## src/rtl/dtc_rr_sched_pkg.sv

```systemverilog
// Shared defaults and helpers for the round-robin classifier scheduler.
package dtc_rr_sched_pkg;

    localparam int NREQ_DEF   = 4;
    localparam int FEAT_W_DEF = 11;
    localparam int CNT_W_DEF  = 16;

    // Width of a requester index; never narrower than one bit.
    function automatic int id_w(input int n);
        return (n > 1) ? $clog2(n) : 1;
    endfunction

endpackage

```

## src/rtl/dtc_rr_arb.sv

```systemverilog
// Combinational round-robin arbiter: scans from ptr upward (wrapping) and
// grants the first active request. gnt is one-hot or all zero.
module dtc_rr_arb
    import dtc_rr_sched_pkg::*;
#(
    parameter  int N  = NREQ_DEF,
    localparam int PW = id_w(N)
) (
    input  logic [N-1:0]  req,
    input  logic [PW-1:0] ptr,
    input  logic          gnt_en,
    output logic [N-1:0]  gnt
);

    int            idx;
    logic [PW-1:0] idx_w;
    logic          found;

    // Rotating priority scan; the first hit wins, later hits are masked.
    always_comb begin
        gnt   = '0;
        found = 1'b0;
        idx   = 0;
        idx_w = '0;
        for (int k = 0; k < N; k++) begin
            idx = int'(ptr) + k;
            if (idx >= N) begin
                idx = idx - N;
            end
            idx_w = PW'(idx);
            if (gnt_en && !found && req[idx_w]) begin
                gnt[idx_w] = 1'b1;
                found      = 1'b1;
            end
        end
    end

endmodule

```

## src/rtl/dtc_rr_sched.sv

```systemverilog
// Round-robin scheduler feeding one shared external classifier through a
// two-stage pipeline (S1 holds the sample, S2 holds the decision), with
// accepted-result statistics.
module dtc_rr_sched
    import dtc_rr_sched_pkg::*;
#(
    parameter  int NREQ   = NREQ_DEF,
    parameter  int FEAT_W = FEAT_W_DEF,
    parameter  int CNT_W  = CNT_W_DEF,
    localparam int ID_W   = id_w(NREQ)
) (
    input  logic                     clk,
    input  logic                     rst,
    input  logic                     en,
    input  logic [NREQ-1:0]          req_valid,
    input  logic [NREQ*FEAT_W-1:0]   req_data,
    output logic [NREQ-1:0]          req_ready,
    output logic [FEAT_W-1:0]        cls_inp,
    input  logic                     cls_outp,
    output logic                     rsp_valid,
    input  logic                     rsp_ready,
    output logic [ID_W-1:0]          rsp_id,
    output logic                     rsp_class,
    input  logic                     stat_clr,
    output logic [CNT_W-1:0]         tot_cnt,
    output logic [CNT_W-1:0]         pos_cnt,
    output logic                     busy
);

    // Saturating increment: a full counter stays full.
    function automatic logic [CNT_W-1:0] sat_inc(input logic [CNT_W-1:0] v);
        return (&v) ? v : v + CNT_W'(1);
    endfunction

    logic              vld_p1_q, vld_p1_d;
    logic              vld_p2_q, vld_p2_d;
    logic [ID_W-1:0]   ptr_q, ptr_d;
    logic [FEAT_W-1:0] inp_p1_q, inp_p1_d;
    logic [ID_W-1:0]   id_p1_q, id_p1_d;
    logic              cls_p2_q, cls_p2_d;
    logic [ID_W-1:0]   id_p2_q, id_p2_d;
    logic [CNT_W-1:0]  tot_q, tot_d;
    logic [CNT_W-1:0]  pos_q, pos_d;

    logic              adv1, adv2, gnt_en, any_gnt, acc;
    logic [NREQ-1:0]   gnt;
    logic [ID_W-1:0]   gnt_idx;
    logic [FEAT_W-1:0] gnt_data;

    // Stage advance conditions; grants are suppressed while rst is high.
    always_comb begin
        adv2   = !vld_p2_q | rsp_ready;
        adv1   = !vld_p1_q | adv2;
        gnt_en = en & adv1 & !rst;
    end

    dtc_rr_arb #(.N(NREQ)) u_arb (
        .req    (req_valid),
        .ptr    (ptr_q),
        .gnt_en (gnt_en),
        .gnt    (gnt)
    );

    assign any_gnt = |gnt;
    assign acc     = vld_p2_q & rsp_ready;

    // Encode the one-hot grant and select the winning sample.
    always_comb begin
        gnt_idx  = '0;
        gnt_data = '0;
        for (int i = 0; i < NREQ; i++) begin
            if (gnt[i]) begin
                gnt_idx  = ID_W'(i);
                gnt_data = req_data[i*FEAT_W +: FEAT_W];
            end
        end
    end

    // Next-state for pointer, both pipeline stages and the counters.
    always_comb begin
        ptr_d    = ptr_q;
        vld_p1_d = vld_p1_q;
        inp_p1_d = inp_p1_q;
        id_p1_d  = id_p1_q;
        vld_p2_d = vld_p2_q;
        cls_p2_d = cls_p2_q;
        id_p2_d  = id_p2_q;
        tot_d    = tot_q;
        pos_d    = pos_q;

        if (any_gnt) begin
            ptr_d = (gnt_idx == ID_W'(NREQ - 1)) ? '0 : gnt_idx + ID_W'(1);
        end

        // S1 refills from a grant, or empties; the sample itself is kept.
        if (adv1) begin
            vld_p1_d = any_gnt;
            if (any_gnt) begin
                inp_p1_d = gnt_data;
                id_p1_d  = gnt_idx;
            end
        end

        // S2 captures the classifier decision only for a valid S1 sample.
        if (adv2) begin
            vld_p2_d = vld_p1_q;
            if (vld_p1_q) begin
                cls_p2_d = cls_outp;
                id_p2_d  = id_p1_q;
            end
        end

        if (stat_clr) begin
            tot_d = '0;
            pos_d = '0;
        end else if (acc) begin
            tot_d = sat_inc(tot_q);
            if (cls_p2_q) begin
                pos_d = sat_inc(pos_q);
            end
        end
    end

    // State registers, all cleared asynchronously.
    always_ff @(posedge clk or posedge rst) begin
        if (rst) begin
            ptr_q    <= '0;
            vld_p1_q <= 1'b0;
            inp_p1_q <= '0;
            id_p1_q  <= '0;
            vld_p2_q <= 1'b0;
            cls_p2_q <= 1'b0;
            id_p2_q  <= '0;
            tot_q    <= '0;
            pos_q    <= '0;
        end else begin
            ptr_q    <= ptr_d;
            vld_p1_q <= vld_p1_d;
            inp_p1_q <= inp_p1_d;
            id_p1_q  <= id_p1_d;
            vld_p2_q <= vld_p2_d;
            cls_p2_q <= cls_p2_d;
            id_p2_q  <= id_p2_d;
            tot_q    <= tot_d;
            pos_q    <= pos_d;
        end
    end

    assign req_ready = gnt;
    assign cls_inp   = inp_p1_q;
    assign rsp_valid = vld_p2_q;
    assign rsp_id    = id_p2_q;
    assign rsp_class = cls_p2_q;
    assign tot_cnt   = tot_q;
    assign pos_cnt   = pos_q;
    assign busy      = vld_p1_q | vld_p2_q;

endmodule

```

## config.mk

```make
export PLATFORM = sky130hd
export DESIGN_NAME = dtc_rr_sched
export DESIGN_NICKNAME = d
export VERILOG_FILES = /design/src/rtl/dtc_rr_sched_pkg.sv /design/src/rtl/dtc_rr_arb.sv /design/src/rtl/dtc_rr_sched.sv
export SDC_FILE = /design/constraint.sdc
export NUM_CORES = 1
export LEC_CHECK = 0
export BUFFER_PORTS_ARGS = -buffer_cell sky130_fd_sc_hd__buf_2
export CAP_MARGIN = 5
export CORE_MARGIN = 5
export CORE_UTILIZATION = 50
export CTS_CLUSTER_SIZE = 20
export DETAILED_ROUTE_END_ITERATION = 12
export GPL_ROUTABILITY_DRIVEN = 0
export HOLD_SLACK_MARGIN = 0.02
export PLACE_DENSITY_LB_ADDON = 0.05
export SLEW_MARGIN = 20
export SYNTH_ARGS = -nofsm -noshare
export SYNTH_HDL_FRONTEND = slang
export SYNTH_SLANG_ARGS = --single-unit
```

## constraint.sdc

```tcl
create_clock -name clk -period 4 [get_ports clk]
set_input_delay 0.2 -clock clk [delete_from_list [all_inputs] [get_ports clk]]
set_output_delay 0.2 -clock clk [all_outputs]
set_load 0.02 [all_outputs]
```

==> implementation parameters, run 1 <==
Parameter                              Value

Run
  Count of maximum capacitance violations ... 0

Timing
  Total negative slack ... 0 ps
  Final count of pins violating max slew ... 0
  Upper clock frequency limit ... 294 MHz
  Clock skew ... 10.2 ps
  Setup repair after global routing missed its margin ... false
  Slew at the pin with the worst max-slew slack ... 1020 ps
  Final setup violating endpoints ... 0
  Post-layout min period ... 3400 ps
  Normalized max-slew margin ... 30.5%
  Final hold violations ... 0
  Post-route fraction of the period consumed by the critical path ... 84.9%

Logic synthesis
  Mapped Avg Cell Area ... 9.57 um2
  Number of enable-type register cells in the synthesized netlist ... 0
  Synthesis warning total ... 0
  Count of mapped cells out of synthesis ... 319
  Main synth FF type ... sky130_fd_sc_hd__dfrtp_1
  Post-synthesis share of cell area spent on full adders, half adders and majority gates ... 3.28%
  Post-Synth XOR/XNOR Area ... 7.75%
  Post-synth top area cell ... sky130_fd_sc_hd__dfrtp_1
  Share of synthesized area spent on multiplexers ... 5.74%
  Netlist Area Pre-Place ... 0.00305 mm2
  Async S/R FF share, synth ... 100%
  Compound-gate portion of the synthesized area ... 14.9%
  Main area contributors after synthesis ... sky130_fd_sc_hd__dfrtp_1 43%, sky130_fd_sc_hd__xor2_1 6.0%, sky130_fd_sc_hd__nor2_1 5.7%
  Flip-flop and latch count after synthesis ... 52
  Synth Net Count ... 381
  Simple logic cell fraction of the synthesized area ... 21.8%
  Main combinational cell family by area after synthesis ... simple AND/OR/NAND/NOR gates
  Number of distinct library cells after synthesis ... 42
  Area fraction of the dominant cell type after synthesis ... 42.6%
  Sequential-to-total area share from yosys stat ... 42.6%

CTS
  Source-to-sink clock delay at the later pin of the worst-skew pair ... 300 ps
  Longest Clk Path Bufs ... 2
  Clock slew at reported path FFs ... 90 ps
  Clock root buffer ... sky130_fd_sc_hd__clkbuf_8
  Total setup buffers inserted after CTS ... 0
  Resized cells post-CTS ... 0
  Number of sinks handled by clock tree synthesis ... 52
  Total number of H-tree levels ... 2
  Number of buffers added to fix hold violations after cts ... 0
  Cts bufs inserted ... 5
  Clock tree from TritonCTS ... built

GRT
  Number of global-route vias before repair ... 2,606
  Overall global routing resource usage ... 19.2%
  First-pass GRT wire length ... 11,800 um
  Pin count of the biggest net entering global routing ... 53
  Total overflow reported by the global router ... 0
  Number of antenna violations at the first check in global routing ... 0

Finish
  Most common cell after layout, fill and taps aside ... sky130_fd_sc_hd__buf_2
  Filler-free cell count of the finished design ... 498
  Number of nets in the final layout ... 484
  Fin util ... 63.1%
  Most frequent cells in the layout ... 105 x sky130_fd_sc_hd__buf_2, 52 x sky130_fd_sc_hd__dfrtp_1, 46 x sky130_fd_sc_hd__nor2_1, 29 x sky130_fd_sc_hd__nand2_1, 23 x sky130_fd_sc_hd__nand3_1
  Final Cell Area ... 0.00373 mm2
  Diodes inserted ... 0
  Fraction of layout instances using a drive strength above 1 ... 32.4%
  Area Growth Syn to Fin ... 22.4%

Routing
  Total number of vias ... 2,737
  Length of the first detailed-routing pass in iterations ... 4
  DRC violations left ... 0
  Antenna Nets Post-Route ... 0
  Sum of routed wire length over all layers ... 7300 um
  Initial detailed-routing violation count ... 69
  Vias/cell ... 5.50
  Drt wl/cell ... 14.7 um

Critical path
  Largest driver fanout on the critical path ... 15
  Worst setup path category ... flip-flop to flip-flop
  Worst endpoint data arrival time ... 3580 ps
  CP Data Required Time ... 4190 ps
  Crit path launch type ... flip-flop
  Kind of end point of the critical path ... flip-flop

Die
  Initial standard-cell utilization of the core ... 51.5%
  I/O pin count ... 106
  Die area ... 0.00777 mm2
  Height of the die ... 88.1 um
  Die width ... 88.1 um
  Site row count ... 28
  Floorplan Core Area ... 0.00592 mm2

Placement
  Dpl hpwl ... 5440 um
  Post-placement cell count ... 490
  Port-buffer cells ... 105
  Placed Area ... 0.00364 mm2

Power
  Pwr dens ... 569 mW/mm2
  Proportion of power drawn by the clock network ... 14.3%
  Switching part of the total power ... 40.9%
  Portion of total power attributed to combinational logic ... 51.4%
  Cell Int Power ... 1.26 mW
  Max VDD drop ... 0.394 mV
  Leak pwr ... 1.82 nW
  Sequential power share ... 34.3%
  Switching power ... 0.868 mW

Min path
  Worst hold path class ... primary input to asynchronous set/reset pin

Run status
  Run status ... finished, final reports clean
==> state kept, by name (all words and copies together), names as in the netlist <==
signal and cells:
cls_inp 11, id_p1_q 2, pos_cnt 16, rsp_class 1, ptr_q 2, rsp_id 2, vld_p1_q 1, tot_cnt 16
rsp_valid 1
==> power groups by stage <==
stage / Sequential (mW) / Combinational, mW / Clock [mW]
finish: 0.728 / 1.09 / 0.304
global route: 0.743 / 1.20 / 0.338
CTS: 0.728 / 1.10 / 0.317
detailed placement: 0.734 / 1.10 / 0
global placement: 0.736 / 1.08 / 0
floorplan: 0.823 / 0.744 / 0
==> worst max-delay path, cell delays in order, from the launching register on <==
cell and delay [ps]:
sky130_fd_sc_hd__dfrtp_1 540, sky130_fd_sc_hd__inv_1 130, sky130_fd_sc_hd__ha_1 350, sky130_fd_sc_hd__mux2_2 380
sky130_fd_sc_hd__a22o_1 250, sky130_fd_sc_hd__a2111oi_4 360, sky130_fd_sc_hd__o21ai_1 110, sky130_fd_sc_hd__a21o_1 330
sky130_fd_sc_hd__or3_4 530, sky130_fd_sc_hd__mux2_2 290
==> through the flow <==
| stage | hold slack, ps | power [mW] | setup slack (ps) |
|---|---|---|---|
| finish | 69.5 | 2.12 | 602 |
| CTS | 90.0 | 2.14 | 602 |
| global route | 125 | 2.28 | 421 |
| detailed placement | 424 | 1.84 | 606 |
| floorplan | 350 | 1.57 | 880 |
| global placement | 430 | 1.81 | 685 |
==> cell families after synthesis <==
group                      after synthesis
DFF                                     52
buffers and inverters                   27
xor gates and xnor gates                27
adders and majority gates                8
AOI/OAI and AO/OA                       54
and+or+nand+nor                        138
muxes                                   13
==> worst paths after layout <==
kind                            cells after the start                      end                   from  slack [ps]
worst max-delay path                                9   id_p1_q[0]$_DFFE_PP0P_   ptr_q[1]$_DFFE_PP0P_         600
worst min-delay path                                3  pos_cnt[13]$_DFFE_PP0P_                    rst          70
worst max register to register                      9   id_p1_q[0]$_DFFE_PP0P_   ptr_q[1]$_DFFE_PP0P_         600
worst min register to register                      2    rsp_id[1]$_DFFE_PP0P_  rsp_id[1]$_DFFE_PP0P_         500
max in group asynchronous                           3   cls_inp[9]$_DFFE_PP0P_                    rst        3510
min in group clk                                    2    rsp_class$_DFFE_PP0P_               cls_outp         140
==> layout make-up <==
class | count | area [um2]
repair buffers | 111 | 571
flip-flops and latches | 52 | 1300
clock buffers | 7 | 86.3
inverters | 12 | 45.0
multi-input cells | 240 | 1630
well taps | 75 | 93.8
clock inverters | 1 | 7.51
fillers | 525 | 2190
==> cell usage after synthesis (2+ instances only) <==
master,n
sky130_fd_sc_hd__dfrtp_1,52
sky130_fd_sc_hd__nor2_1,46
sky130_fd_sc_hd__nand2_1,29
sky130_fd_sc_hd__nand3_1,23
sky130_fd_sc_hd__xor2_1,21
sky130_fd_sc_hd__nand4_1,15
sky130_fd_sc_hd__o2111ai_1,13
sky130_fd_sc_hd__clkbuf_1,9
sky130_fd_sc_hd__inv_1,9
sky130_fd_sc_hd__o221a_1,9
sky130_fd_sc_hd__ha_1,8
sky130_fd_sc_hd__a21oi_1,7
sky130_fd_sc_hd__and3_1,6
sky130_fd_sc_hd__mux2_2,6
sky130_fd_sc_hd__o21ai_0,6
sky130_fd_sc_hd__xnor2_1,6
sky130_fd_sc_hd__a21o_1,4
sky130_fd_sc_hd__a31oi_1,4
sky130_fd_sc_hd__and4_1,4
sky130_fd_sc_hd__mux2i_1,4
sky130_fd_sc_hd__nand2b_1,4
sky130_fd_sc_hd__and2_1,3
sky130_fd_sc_hd__buf_2,3
sky130_fd_sc_hd__inv_2,3
sky130_fd_sc_hd__mux4_2,3
sky130_fd_sc_hd__or3_1,3
sky130_fd_sc_hd__buf_6,2
sky130_fd_sc_hd__o211ai_1,2
sky130_fd_sc_hd__o221a_2,2
==> per-layer routing <==
metal  vias up  GRT usage [%]  share of wire (%)
met5         -              0                  0
met4         0           5.49                1.1
met3         7           4.05                5.7
met2        69           32.8                 49
met1      1303           24.7                 44
li1       1358              -                  -
(Power assumes the default switching activity.)
==> run 2: changes to the inputs <==
==> constraint.sdc (replaced) <==
create_clock -name clk -period 3.6 [get_ports clk]
set_input_delay 0.18 -clock clk [delete_from_list [all_inputs] [get_ports clk]]
set_output_delay 0.18 -clock clk [all_outputs]
set_load 0.02 [all_outputs]
==> implementation parameters, run 2 (synthesis gave the netlist of run 1 again) <==
Parameter                              Value

Run status
  Run status ... finished, final reports clean (unchanged)

Critical path
  Max stage delay on crit path ... 530 ps (was 540 ps)
  Setup slack of the worst register-to-register path ... 410 ps (was 600 ps)
  Cell seen most often among critical-path stages ... sky130_fd_sc_hd__inv_1 (was sky130_fd_sc_hd__mux2_2)
  Cell family with most CP delay ... buffers and inverters (was compound AO/OA/AOI/OAI gates)
  Crit path launch type ... flip-flop (unchanged)
  Cells along the critical path ... inv_1, ha_1, mux4_2, a21o_1, a31oi_1, o21ai_0, buf_4, inv_1, buf_2 (was inv_1, ha_1, mux2_2, a22o_1, a2111oi_4, o21ai_1, a21o_1, or3_4, mux2_2)
  Largest driver fanout on the critical path ... 14 (was 15)
  Buf+Inv Stages, Crit Path ... 4 (was 1)
  Start of the worst register-to-register path ... ptr_q[1]$_DFFE_PP0P_ (unchanged)
  Critical R2R Capture ... id_p1_q[0]$_DFFE_PP0P_ (unchanged)
  CP Data Required Time ... 3420 ps (was 4190 ps)
  Worst setup path category ... flip-flop to output pin (was flip-flop to flip-flop)
  Depth of the worst register-to-register path ... 9 (unchanged)
  Kind of end point of the critical path ... output pin (was flip-flop)
  Standard cell with the maximum stage delay on the critical path ... sky130_fd_sc_hd__dfrtp_1 (unchanged)
  Worst setup startpoint ... ptr_q[1]$_DFFE_PP0P_ (unchanged)
  Worst endpoint data arrival time ... 3060 ps (was 3580 ps)

Die
  Height of the die ... 88.1 um (unchanged)
  Initial standard-cell utilization of the core ... 51.5% (unchanged)
  Floorplan Core Area ... 0.00592 mm2 (unchanged)
  I/O pin count ... 106 (unchanged)
  Die width ... 88.1 um (unchanged)
  Die area ... 0.00777 mm2 (unchanged)
  Site row count ... 28 (unchanged)

GRT
  Pin count of the biggest net entering global routing ... 53 (unchanged)
  Total overflow reported by the global router ... 0 (unchanged)
  Number of global-route vias before repair ... 2,582 (was 2,606)
  Overall global routing resource usage ... 18.8% (was 19.2%)
  Number of antenna violations at the first check in global routing ... 0 (unchanged)
  First-pass GRT wire length ... 11,700 um (was 11,800 um)

Timing
  Final hold violations ... 0 (unchanged)
  Post-layout min period ... 3240 ps
  Total negative slack ... 0 ps (unchanged)
  Tightest hold margin ... 60.6 ps (was 69.5 ps)
  Final count of pins violating max slew ... 0 (unchanged)
  Clock skew ... 7.47 ps (was 10.2 ps)
  Slew at the pin with the worst max-slew slack ... 801 ps (was 1020 ps)
  Setup repair after global routing missed its margin ... false (unchanged)
  Final setup violating endpoints ... 0 (unchanged)
  Post-route fraction of the period consumed by the critical path ... 90.1%
  Upper clock frequency limit ... 308 MHz
  Normalized max-slew margin ... 46.3% (was 30.5%)

Routing
  Total number of vias ... 2,752 (was 2,737)
  DRC violations left ... 0 (unchanged)
  Initial detailed-routing violation count ... 114 (was 69)
  Vias/cell ... 5.50 (about the same)
  Length of the first detailed-routing pass in iterations ... 4 (unchanged)
  Drt wl/cell ... 14.7 um (about the same)
  Sum of routed wire length over all layers ... 7350 um (was 7300 um)
  Antenna Nets Post-Route ... 0 (unchanged)

Power
  Max VDD drop ... 0.377 mV (was 0.394 mV)
  Leak pwr ... 1.83 nW (was 1.82 nW)
  Total Power ... 2.38 mW (was 2.12 mW)
  Pwr dens ... 633 mW/mm2 (was 569 mW/mm2)

CTS
  Total number of H-tree levels ... 2 (unchanged)
  Total setup buffers inserted after CTS ... 0 (unchanged)
  Resized cells post-CTS ... 0 (unchanged)
  Clock tree from TritonCTS ... built (unchanged)
  Source-to-sink clock delay at the later pin of the worst-skew pair ... 300 ps (about the same)
  Number of sinks handled by clock tree synthesis ... 52 (unchanged)
  Cts bufs inserted ... 5 (unchanged)
  Number of buffers added to fix hold violations after cts ... 0 (unchanged)
  Clock root buffer ... sky130_fd_sc_hd__clkbuf_8 (unchanged)
  Clock slew at reported path FFs ... 90 ps (about the same)
  Longest Clk Path Bufs ... 2 (unchanged)

Placement
  Dpl hpwl ... 5450 um (was 5440 um)
  Port-buffer cells ... 105 (unchanged)
  Post-placement cell count ... 492 (was 490)

Finish
  Filler-free cell count of the finished design ... 500 (was 498)
  Fraction of layout instances using a drive strength above 1 ... 32.7% (was 32.4%)
  Most frequent cells in the layout ... 105 x sky130_fd_sc_hd__buf_2, 52 x sky130_fd_sc_hd__dfrtp_1, 46 x sky130_fd_sc_hd__nor2_1, 29 x sky130_fd_sc_hd__nand2_1, 23 x sky130_fd_sc_hd__nand3_1 (unchanged)
  Area Growth Syn to Fin ... 22.9% (was 22.4%)
  Filler Cell Count ... 519 (was 525)
  Most common cell after layout, fill and taps aside ... sky130_fd_sc_hd__buf_2 (unchanged)
  Diodes inserted ... 0 (unchanged)
  Number of nets in the final layout ... 486 (was 484)

Run
  Count of maximum capacitance violations ... 0 (unchanged)

Min path
  Worst hold path class ... primary input to asynchronous set/reset pin (unchanged)
[run 2: changes by cell type in the layout (fill, tap and decap cells not counted), sizes merged]
cell / delta
buf: +2
[run 2: layout make-up]
class	instances	area (um2)	share of cell area (%)
Clock inverter	1	7.51	0.200
Multi-Input combinational cell	240	1630	43.5
Tap cell	75	93.8	2.50
Timing Repair Buffer	113	586	15.6
Inverter	12	45.0	1.20
Sequential cell	52	1300	34.7
Clock buffer	7	86.3	2.30
[run 2: stage by stage]
step | instance area (um2) | util (%) | setup slack (ps)
4_1_cts | 3750 | 63.3 | 374
5_1_grt | 3750 | 63.3 | 199
3_3_place_gp | 3660 | 61.7 | 516
6_report | 3750 | 63.3 | 358
3_5_place_dp | 3660 | 61.7 | 428
2_1_floorplan | 3050 | - | 480
[run 2: worst register-to-register path: cells and delay by family, from the launching register on]
family,cells,cell delay (ps)
mux,2,690
flops,1,530
simple gates,1,450
fa+ha+maj,1,360
buf+inv,1,160
compound gates,4,890
[run 2: how the worst max path moves through the flow]
stage / endpoint / slack (ps) / cells after the start
4_1_cts: req_ready[2] / 370 / 9
3_3_place_gp: id_p1_q[0]$_DFFE_PP0P_ / 520 / 9
6_report: req_ready[2] / 360 / 9
5_1_grt: req_ready[2] / 200 / 9
3_5_place_dp: id_p1_q[0]$_DFFE_PP0P_ / 430 / 9
2_1_floorplan: cls_inp[0]$_DFFE_PP0P_ / 480 / 11
[run 2: report_power, final]
| part | total, mW | switching, mW | internal, mW |
|---|---|---|---|
| clock | 0.339 | 0.183 | 0.157 |
| sequential | 0.806 | 0.0958 | 0.711 |
| combinational | 1.23 | 0.693 | 0.537 |
| total | 2.38 | 0.971 | 1.40 |
[run 2: routing by layer]
metal / up-vias / track usage [%] / share of wire (%)
met5: - / 0 / 0
met3: 5 / 2.63 / 5.8
met1: 1300 / 24.8 / 44
met2: 87 / 32.6 / 50
met4: 0 / 4.53 / 0.87
li1: 1360 / - / -
==> run 3: changes to the inputs <==
--- a/config.mk
+++ b/config.mk
@@ -8,7 +8,7 @@
 export BUFFER_PORTS_ARGS = -buffer_cell sky130_fd_sc_hd__buf_2
 export CAP_MARGIN = 5
 export CORE_MARGIN = 5
-export CORE_UTILIZATION = 50
+export CORE_UTILIZATION = 30
 export CTS_CLUSTER_SIZE = 20
 export DETAILED_ROUTE_END_ITERATION = 12
 export GPL_ROUTABILITY_DRIVEN = 0
==> constraint.sdc (replaced) <==
create_clock -name clk -period 4 [get_ports clk]
set_input_delay 0.2 -clock clk [delete_from_list [all_inputs] [get_ports clk]]
set_output_delay 0.2 -clock clk [all_outputs]
set_load 0.02 [all_outputs]
==> implementation parameters, run 3 (synthesis gave the netlist of run 1 again) <==
Parameter                              Value

Power
  Cell Int Power ... 1.24 mW (was 1.40 mW)
  Pwr dens ... 563 mW/mm2 (was 633 mW/mm2)
  Max VDD drop ... 0.275 mV (was 0.377 mV)
  Portion of total power attributed to combinational logic ... 51.7% (was 51.8%)
  Sequential power share ... 34.1% (was 33.9%)
  Switching power ... 0.907 mW (was 0.971 mW)
  Leak pwr ... 1.83 nW (about the same)
  Proportion of power drawn by the clock network ... 14.2% (was 14.3%)
  Total Power ... 2.15 mW (was 2.38 mW)
  Switching part of the total power ... 42.3% (was 40.9%)

Critical path
  Worst endpoint data arrival time ... 3670 ps (was 3060 ps)
  Crit path launch type ... flip-flop (unchanged)
  Largest driver fanout on the critical path ... 15 (was 14)
  Depth of the worst register-to-register path ... 9 (unchanged)
  Worst setup path category ... flip-flop to flip-flop (was flip-flop to output pin)
  Termination of the worst setup path ... id_p1_q[0]$_DFFE_PP0P_ (was req_ready[2])
  Worst setup startpoint ... ptr_q[1]$_DFFE_PP0P_ (unchanged)
  Kind of end point of the critical path ... flip-flop (was output pin)
  Critical R2R Capture ... id_p1_q[0]$_DFFE_PP0P_ (unchanged)
  Start of the worst register-to-register path ... ptr_q[1]$_DFFE_PP0P_ (unchanged)
  CP Data Required Time ... 4190 ps (was 3420 ps)
  Setup slack of the worst register-to-register path ... 520 ps (was 410 ps)

Die
  Height of the die ... 111 um (was 88.1 um)
  Die area ... 0.0123 mm2 (was 0.00777 mm2)
  Floorplan Core Area ... 0.00986 mm2 (was 0.00592 mm2)
  Die width ... 111 um (was 88.1 um)
  Site row count ... 36 (was 28)
  Initial standard-cell utilization of the core ... 30.9% (was 51.5%)
  I/O pin count ... 106 (unchanged)

CTS
  Clock slew at reported path FFs ... 100 ps (was 90 ps)
  Longest Clk Path Bufs ... 2 (unchanged)
  Total setup buffers inserted after CTS ... 0 (unchanged)
  Number of buffers added to fix hold violations after cts ... 0 (unchanged)
  Clock tree from TritonCTS ... built (unchanged)
  Clock root buffer ... sky130_fd_sc_hd__clkbuf_8 (unchanged)
  Resized cells post-CTS ... 0 (unchanged)
  Number of sinks handled by clock tree synthesis ... 52 (unchanged)
  Cts bufs inserted ... 5 (unchanged)
  Total number of H-tree levels ... 2 (unchanged)
  Source-to-sink clock delay at the later pin of the worst-skew pair ... 310 ps (was 300 ps)

Timing
  Final hold violations ... 0 (unchanged)
  Upper clock frequency limit ... 287 MHz
  Total negative slack ... 0 ps (unchanged)
  Setup repair after global routing missed its margin ... false (unchanged)
  Slew at the pin with the worst max-slew slack ... 876 ps (was 801 ps)
  Clock skew ... 11.8 ps (was 7.47 ps)
  Post-layout min period ... 3480 ps
  Post-route fraction of the period consumed by the critical path ... 87.0%
  Final setup violating endpoints ... 0 (unchanged)
  Normalized max-slew margin ... 41.4% (was 46.3%)
  Final count of pins violating max slew ... 0 (unchanged)

Finish
  Diodes inserted ... 0 (unchanged)
  Number of nets in the final layout ... 485 (was 486)
  Most common cell after layout, fill and taps aside ... sky130_fd_sc_hd__buf_2 (unchanged)
  Most frequent cells in the layout ... 105 x sky130_fd_sc_hd__buf_2, 52 x sky130_fd_sc_hd__dfrtp_1, 46 x sky130_fd_sc_hd__nor2_1, 29 x sky130_fd_sc_hd__nand2_1, 23 x sky130_fd_sc_hd__nand3_1 (unchanged)
  Area Growth Syn to Fin ... 24.8% (was 22.9%)
  Fraction of layout instances using a drive strength above 1 ... 32.8% (was 32.7%)

Min path
  Worst hold path class ... primary input to asynchronous set/reset pin (unchanged)

GRT
  Overall global routing resource usage ... 14.1% (was 18.8%)
  Pin count of the biggest net entering global routing ... 53 (unchanged)
  Number of global-route vias before repair ... 2,877 (was 2,582)
  Total overflow reported by the global router ... 0 (unchanged)
  First-pass GRT wire length ... 14,500 um (was 11,700 um)
  Number of antenna violations at the first check in global routing ... 0 (unchanged)

Routing
  Sum of routed wire length over all layers ... 8400 um (was 7350 um)
  Initial detailed-routing violation count ... 128 (was 114)
  Total number of vias ... 2,724 (was 2,752)
  Vias/cell ... 4.89 (was 5.50)
  Antenna Nets Post-Route ... 0 (unchanged)
  DRC violations left ... 0 (unchanged)
  Drt wl/cell ... 15.1 um (was 14.7 um)
  Length of the first detailed-routing pass in iterations ... 4 (unchanged)

Placement
  Port-buffer cells ... 105 (unchanged)
  Dpl hpwl ... 6090 um (was 5450 um)

Run status
  Run status ... finished, final reports clean (unchanged)

Run
  Count of maximum capacitance violations ... 0 (unchanged)
[run 3: cell types whose count changed in the layout (fill, tap and decap cells not counted)]
cell / before / now
sky130_fd_sc_hd__a2111oi_1: 0 / 1
sky130_fd_sc_hd__clkinvlp_4: 1 / 0
sky130_fd_sc_hd__clkinv_4: 0 / 1
sky130_fd_sc_hd__a2111oi_0: 1 / 0
sky130_fd_sc_hd__clkinv_2: 0 / 2
sky130_fd_sc_hd__clkbuf_8: 6 / 5
sky130_fd_sc_hd__buf_4: 8 / 7
sky130_fd_sc_hd__clkbuf_1: 1 / 0
[run 3: worst max-delay path: stages, from the launching register on]
cell and delay, ps:
sky130_fd_sc_hd__dfrtp_1 560, sky130_fd_sc_hd__inv_1 140, sky130_fd_sc_hd__ha_1 360, sky130_fd_sc_hd__mux2_2 380, sky130_fd_sc_hd__a22o_1 250, sky130_fd_sc_hd__a2111oi_4 370, sky130_fd_sc_hd__o21ai_1 120, sky130_fd_sc_hd__a21o_1 340
sky130_fd_sc_hd__or3_4 540, sky130_fd_sc_hd__mux2_2 300
[run 3: area by class of cell]
class | instances | area (um2)
sequential | 52 | 1300
timing repair buffer | 112 | 578
fill | 1023 | 6050
tap | 133 | 166
multi-input combinational | 240 | 1630
clock buffer | 5 | 68.8
inverter | 12 | 45.0
clock inverter | 3 | 18.8
[run 3: per-stage QoR]
stage	hold WS (ps)	setup WS [ps]	cell area, um2	utilization (%)	cells
2_1_floorplan	350	880	3050	-	319
3_3_place_gp	459	609	3720	37.7	549
3_5_place_dp	444	524	3720	37.7	549
4_1_cts	96.9	517	3810	38.6	557
5_1_grt	130	344	3810	38.6	557
6_report	57.3	518	3810	38.6	557
[run 3: how the worst min path moves through the flow]
| stage | to | slack (ps) | cells after the start |
|---|---|---|---|
| after floorplan | rsp_class$_DFFE_PP0P_ | 350 | 1 |
| after global placement | ptr_q[1]$_DFFE_PP0P_ | 460 | 3 |
| after detailed placement | tot_cnt[6]$_DFFE_PP0P_ | 440 | 3 |
| after CTS | tot_cnt[9]$_DFFE_PP0P_ | 100 | 3 |
| after global routing | rsp_class$_DFFE_PP0P_ | 130 | 2 |
| final | tot_cnt[6]$_DFFE_PP0P_ | 60 | 3 |
[run 3: metal layers]
metal	track usage [%]	vias to the layer above	share of wire (%)
met5	0	-	0
met4	2.71	0	0.75
met3	3.71	6	5.3
met2	22.7	70	47
met1	19.2	1289	47
li1	-	1359	-
[run 3: power groups by stage]
stage	combinational, mW	clock, mW	sequential (mW)
finish	1.11	0.306	0.731
global route	1.23	0.340	0.748
CTS	1.12	0.323	0.734
detailed placement	1.13	0	0.740
global placement	1.12	0	0.745
floorplan	0.744	0	0.823
